$ cat src/rtl/sort_engine_if.sv
// Handshake and data bundle between the sort engine and its controller.
// The engine takes the slave side. The controller, or a bench, takes the master side.
interface sort_engine_if #(
    parameter int N = 8,
    parameter int W = 4
);
    localparam int CW = $clog2(N * (N - 1) / 2 + 1);
    localparam int PW = $clog2(N);

    logic             start;
    logic             desc;
    logic [N*W-1:0]   data_in;
    logic [N*W-1:0]   data_out;
    logic             busy;
    logic             done;
    logic [CW-1:0]    swap_cnt;
    logic [PW-1:0]    pass_cnt;

    modport master (
        output start, desc, data_in,
        input  data_out, busy, done, swap_cnt, pass_cnt
    );

    modport slave (
        input  start, desc, data_in,
        output data_out, busy, done, swap_cnt, pass_cnt
    );
endinterface

$ cat src/rtl/sort_engine.sv
// Sequential bubble sort of N unsigned W-bit elements, ascending or descending.
// It does one compare/swap per clock and stops early after a pass with no swaps.
// The working registers drive data_out directly, so a display can show the swaps as they happen.
module sort_engine #(
    parameter int N = 8,
    parameter int W = 4
) (
    input  logic         clk,
    input  logic         rst,
    sort_engine_if.slave bus
);
    localparam int IW = $clog2(N);
    localparam int CW = $clog2(N * (N - 1) / 2 + 1);
    localparam int PW = $clog2(N);

    typedef enum logic [1:0] {
        S_IDLE,
        S_CMP,
        S_PEND,
        S_DONE
    } state_t;

    state_t          r_state;
    state_t          w_nextState;

    logic [W-1:0]    r_elem [N];
    logic            r_desc;
    logic [IW-1:0]   r_idx;
    logic [IW-1:0]   r_limit;
    logic            r_swapped;
    logic [CW-1:0]   r_swapCnt;
    logic [PW-1:0]   r_passCnt;
    logic            r_busy;
    logic            r_done;

    logic [IW-1:0]   w_idxNext;
    logic [W-1:0]    w_left;
    logic [W-1:0]    w_right;
    logic            w_outOfOrder;
    logic            w_accept;
    logic            w_lastCmp;
    logic            w_finish;

    assign w_idxNext    = r_idx + IW'(1);
    assign w_left       = r_elem[r_idx];
    assign w_right      = r_elem[w_idxNext];
    // Equal values never count as out of order, which keeps the sort stable.
    assign w_outOfOrder = r_desc ? (w_left < w_right) : (w_left > w_right);
    assign w_lastCmp    = (r_idx == r_limit - IW'(1));
    assign w_finish     = !r_swapped || (r_limit == IW'(1));

    // State register, cleared asynchronously so a reset aborts a run at once
    always_ff @(posedge clk or negedge rst) begin
        if (!rst) begin
            r_state <= S_IDLE;
        end else begin
            r_state <= w_nextState;
        end
    end

    // Next-state decode: start is honoured only when no run is in progress
    always_comb begin
        w_nextState = r_state;
        w_accept    = 1'b0;
        case (r_state)
            S_IDLE, S_DONE: begin
                if (bus.start) begin
                    w_accept    = 1'b1;
                    w_nextState = S_CMP;
                end
            end
            S_CMP: begin
                if (w_lastCmp) begin
                    w_nextState = S_PEND;
                end
            end
            S_PEND: begin
                w_nextState = w_finish ? S_DONE : S_CMP;
            end
            default: begin
                w_nextState = S_IDLE;
            end
        endcase
    end

    // Datapath: load on start, compare/swap in CMP, and close or reopen a pass in PEND
    always_ff @(posedge clk or negedge rst) begin
        if (!rst) begin
            for (int i = 0; i < N; i++) begin
                r_elem[i] <= '0;
            end
            r_desc    <= 1'b0;
            r_idx     <= '0;
            r_limit   <= '0;
            r_swapped <= 1'b0;
            r_swapCnt <= '0;
            r_passCnt <= '0;
            r_busy    <= 1'b0;
            r_done    <= 1'b0;
        end else if (w_accept) begin
            for (int i = 0; i < N; i++) begin
                r_elem[i] <= bus.data_in[i*W +: W];
            end
            r_desc    <= bus.desc;
            r_idx     <= '0;
            r_limit   <= IW'(N - 1);
            r_swapped <= 1'b0;
            r_swapCnt <= '0;
            r_passCnt <= PW'(1);
            r_busy    <= 1'b1;
            r_done    <= 1'b0;
        end else if (r_state == S_CMP) begin
            if (w_outOfOrder) begin
                r_elem[r_idx]     <= w_right;
                r_elem[w_idxNext] <= w_left;
                r_swapCnt         <= r_swapCnt + CW'(1);
                r_swapped         <= 1'b1;
            end
            if (!w_lastCmp) begin
                r_idx <= w_idxNext;
            end
        end else if (r_state == S_PEND) begin
            if (w_finish) begin
                r_busy <= 1'b0;
                r_done <= 1'b1;
            end else begin
                r_limit   <= r_limit - IW'(1);
                r_idx     <= '0;
                r_swapped <= 1'b0;
                r_passCnt <= r_passCnt + PW'(1);
            end
        end
    end

    genvar g;
    generate
        for (g = 0; g < N; g++) begin : g_out
            assign bus.data_out[g*W +: W] = r_elem[g];
        end
    endgenerate

    assign bus.busy     = r_busy;
    assign bus.done     = r_done;
    assign bus.swap_cnt = r_swapCnt;
    assign bus.pass_cnt = r_passCnt;
endmodule

$ cat src/flat_wrapper.sv
// flat-port wrapper written by rule: the top's interface ports become plain ports
module sort_engine_flat 
#(
    parameter int N = 8,
    parameter int W = 4
)
  (clk, rst, bus_start, bus_desc, bus_data_in, bus_data_out, bus_busy, bus_done, bus_swap_cnt, bus_pass_cnt);
  sort_engine_if #(.N(N), .W(W)) bus_i ();
  input  logic clk;
  input  logic rst;
  input wire logic [$bits(bus_i.start)-1:0] bus_start;
  input wire logic [$bits(bus_i.desc)-1:0] bus_desc;
  input wire logic [$bits(bus_i.data_in)-1:0] bus_data_in;
  output wire logic [$bits(bus_i.data_out)-1:0] bus_data_out;
  output wire logic [$bits(bus_i.busy)-1:0] bus_busy;
  output wire logic [$bits(bus_i.done)-1:0] bus_done;
  output wire logic [$bits(bus_i.swap_cnt)-1:0] bus_swap_cnt;
  output wire logic [$bits(bus_i.pass_cnt)-1:0] bus_pass_cnt;
  assign bus_i.start = bus_start;
  assign bus_i.desc = bus_desc;
  assign bus_i.data_in = bus_data_in;
  assign bus_data_out = bus_i.data_out;
  assign bus_busy = bus_i.busy;
  assign bus_done = bus_i.done;
  assign bus_swap_cnt = bus_i.swap_cnt;
  assign bus_pass_cnt = bus_i.pass_cnt;
  sort_engine #(.N(N), .W(W)) u_core (.clk(clk), .rst(rst), .bus(bus_i));
endmodule
$ cat config.mk
export PLATFORM = sky130hd
export DESIGN_NAME = sort_engine_flat
export DESIGN_NICKNAME = d
export VERILOG_FILES = /design/src/rtl/sort_engine_if.sv /design/src/rtl/sort_engine.sv /design/src/flat_wrapper.sv
export SDC_FILE = /design/constraint.sdc
export NUM_CORES = 1
export LEC_CHECK = 0
export ABC_CLOCK_PERIOD_IN_PS = 7400
export BUFFER_PORTS_ARGS = -buffer_cell sky130_fd_sc_hd__buf_2
export CORE_MARGIN = 2
export CORE_UTILIZATION = 35
export DETAILED_ROUTE_END_ITERATION = 8
export SLEW_MARGIN = 0
export SYNTH_ARGS = -nofsm -noshare
export SYNTH_HDL_FRONTEND = slang
export SYNTH_SLANG_ARGS = --single-unit
$ cat constraint.sdc
create_clock -name clk -period 7.4 [get_ports clk]
set_input_delay 1.48 -clock clk [delete_from_list [all_inputs] [get_ports clk]]
set_output_delay 1.48 -clock clk [all_outputs]
set_load 0.01 [all_outputs]
==> flow_metrics.tcl <==
set metrics [dict create \
    run_status "completed" \
    regArea_mm2 0.00130 \
    slew_headroom_pct 24.3 \
    fillCellCount 1040 \
    route.antenna.remaining_nets 0 \
    worstPathRequired_ns 7.60 \
    antenna_found_initial 0 \
    core_mm2 0.0103 \
    fp-row-count 37 \
    cts_made_buffers 5 \
    max_freq_ghz 0.191 \
    hold_viol_final 0 \
    clk_pin_slew_worst_paths_ns 0.10 \
    grt_start_max_net_pins 53 \
    synth-seq-area-share_pct 34.9 \
    io_pins 78 \
    clockBufferDepth 2 \
    finalNetCount 501 \
    irDropWorstVdd_mv 0.180 \
    yosysWarningCount 0 \
    clock_sinks 52 \
    ctsResizeCount 0 \
    setup_viol 0 \
    synthCells 387 \
    grt_pass1_wl_um 18500 \
    gp_congestion 0.890 \
    avgViaCountPerCell 5.77 \
    drv_slew 0 \
    synth_fp_nets 435 \
    synthArstFlopShare_pct 100 \
    hold_path_class "register to register" \
    reg2reg_depth 12 \
    worstPathArrival_ns 5.44 \
    synth_top_cell_area_share_pct 34.9 \
    hpwlAfterDp_um 8440 \
    cap_violations 0 \
    cp.buffers_inverters 2 \
    multi_input_area_mm2 0.00222 \
    clock_skew_ns 0.00974 \
    leakage_uw 0.00198 \
    wl_um 11800 \
    synth_edf_count 0 \
    drt_iter0_drc 322 \
    max_stage_delay_ns 1.11 \
    synthFlopType "dfrtp_1" \
    tightest_slew_ns 1.14 \
    wl_per_cell_um 19.9 \
    path_cells "ha_1 > buf_4 > mux4_2 > mux2i_2 > ha_1 > nor2b_1 > o211a_1 > o21ai_1 > a21oi_1 > buf_4 > a21oi_1 > mux2_2" \
    ys_types 54 \
    grt_pass1_vias 3409 \
    htreeDepth 2 \
    post_cts_buffers 0 \
    holdBufCountCts 0 \
    power.density_mw_per_mm2 457 \
    grt_use_total_pct 20.9 \
    die_w_um 107 \
    crit_family "multiplexers" \
    grt_setup_unrepaired "false" \
    clockRootBuffer "clkbuf_8" \
    fin_crit_ns 5.24 \
    holdPathStages 1 \
    final.period_utilization_pct 70.8 \
    setup_tns_ns 0 \
    cp-end-kind "register" \
    yosysTopAreaCell "dfrtp_1" \
    cp.depth 12 \
    synthesis.area_mm2 0.00373 \
    synth_area_leaders "dfrtp_1 (35%), mux2_2 (9.4%), nand2_1 (5.9%)" \
    clkLatencyLatePin_ns 0.32 \
    cpMaxStageDelayCell "dfrtp_1" \
    die_y_um 107 \
    tritoncts "yes" \
    first_pass_iters 6 \
    drc 0 \
    startpoint_type "register" \
    syn_area_per_cell_um2 9.63 \
    cp_max_fo 35 \
    dpl_cell_area_mm2 0.00421 \
    diodes 0 \
    crit_type "register to register" \
    ys_ff_latch 52 \
    final_area_mm2 0.00430 \
    numPortBuffers 77 \
    start_util_pct 36.1 \
    gr-total-overflow 0 \
    vias 3406 \
    area_growth_pct 15.3 \
    dieArea_mm2 0.0115 \
    drive_gt1_share_pct 31.3 \
]
==> layout by cell type, fill, tap and decap left out, types with 3 or more instances in the layout <==
master,synthesis,final
nand3_1,18,18
nand4_1,3,3
nand2_1,59,59
nor2_1,13,13
a221o_1,4,4
a21o_1,4,4
o21a_1,3,3
mux4_2,8,8
dfrtp_1,52,52
nor3_1,5,5
inv_1,24,24
nor2b_1,4,4
o221ai_1,24,24
a31oi_1,5,5
mux2i_1,10,10
mux2_2,31,31
buf_2,11,77
xnor2_1,8,8
a21oi_1,14,14
buf_4,0,5
ha_1,12,12
o21ai_0,13,13
mux2_1,3,3
o21ai_1,4,4
clkbuf_8,0,6
a211oi_1,4,4
o31ai_1,3,3
==> stage by stage <==
stage,setup WS [ns],std cells,power [µW],hold slack (ns),utilization (%)
3_5_place_dp,2.25,582,1770,0.483,40.7
5_1_grt,1.79,590,2100,0.541,41.6
4_1_cts,2.22,590,1950,0.505,41.6
6_report,2.16,590,1970,0.497,41.6
3_3_place_gp,2.35,582,1760,0.473,40.7
2_1_floorplan,3.75,387,1390,0.469,-
==> state kept, by name, indices dropped and copies added (netlist names) <==
| name | cells |
|---|---|
| u_core.r_swapped | 1 |
| u_core.bus.done | 1 |
| u_core.r_state | 2 |
| u_core.r_idx | 3 |
| u_core.r_desc | 1 |
| u_core.bus.data_out | 32 |
| u_core.r_limit | 3 |
| u_core.bus.swap_cnt | 5 |
| u_core.bus.busy | 1 |
| u_core.bus.pass_cnt | 3 |
==> layer usage <==
layer  up-vias  part of all wire [%]  routed length, µm  track usage, %
met4         0                   2.1                242            7.79
met1      1661                    47               5500            30.4
met3        18                   6.9                817            3.83
met2       157                    44               5200            30.7
met5         -                     0                  0               0
li1       1570                     -                  -               -
==> path summary, 6_finish.rpt <==
kind	from	to	slack, ns
worst max-delay path	u_core.r_idx[0]	u_core.bus.data_out[16]	2.16
worst min-delay path	u_core.bus.done	u_core.bus.done	0.50
worst max register to register	u_core.r_idx[0]	u_core.bus.data_out[16]	2.16
worst min register to register	u_core.bus.done	u_core.bus.done	0.50
max in group asynchronous	rst	u_core.bus.data_out[19]	5.64
min in group asynchronous	rst	u_core.bus.data_out[9]	1.27
==> synth_stat cells (2+ instances only) <==
| cell type | n |
|---|---|
| a31oi_1 | 5 |
| inv_1 | 24 |
| o21ai_1 | 4 |
| buf_6 | 2 |
| mux2i_2 | 2 |
| o31ai_1 | 3 |
| buf_2 | 11 |
| nand2_1 | 59 |
| and3_1 | 2 |
| dfrtp_1 | 52 |
| o221ai_1 | 24 |
| clkbuf_1 | 8 |
| mux2_1 | 3 |
| nor2b_1 | 4 |
| a211oi_1 | 4 |
| mux2i_1 | 10 |
| nor3_1 | 5 |
| xnor2_1 | 8 |
| o21a_1 | 3 |
| a22o_1 | 2 |
| mux4_2 | 8 |
| mux2i_4 | 2 |
| and2_1 | 2 |
| nor3b_1 | 2 |
| nor2_1 | 13 |
| nand3_1 | 18 |
| mux2_2 | 31 |
| or4_1 | 2 |
| xor2_1 | 2 |
| a21o_1 | 4 |
| ha_1 | 12 |
| buf_1 | 2 |
| o21ai_0 | 13 |
| a21oi_1 | 14 |
| nand3b_1 | 2 |
| o211ai_1 | 2 |
| nand4_1 | 3 |
| a221o_1 | 4 |
==> report_power, final <==
part           switching, µW  internal (µW)
combinational            734            510
sequential               162            386
clock                   98.7           74.9
total                    995            970
==> layout make-up <==
type                       instances  share of cell area [%]
sequential                        52                    30.3
multi-input combinational        287                    51.6
timing repair buffer              82                    9.84
inverter                          25                    2.18
clock buffer                       6                    1.92
clock inverter                     2                   0.233
tap                              136                    3.96
==> cell families after synthesis <==
family | after synthesis | synth area share [%]
XOR/XNOR | 12 | 3.22
adder cells (fa/ha/maj) | 12 | 4.03
AO/OA/AOI/OAI | 94 | 18.9
multiplexers | 56 | 19.7
buffers and inverters | 48 | 5.61
flip-flops | 52 | 34.9
AND/OR/NAND/NOR | 113 | 13.6
Note: power is estimated with default switching activity, not from simulation.
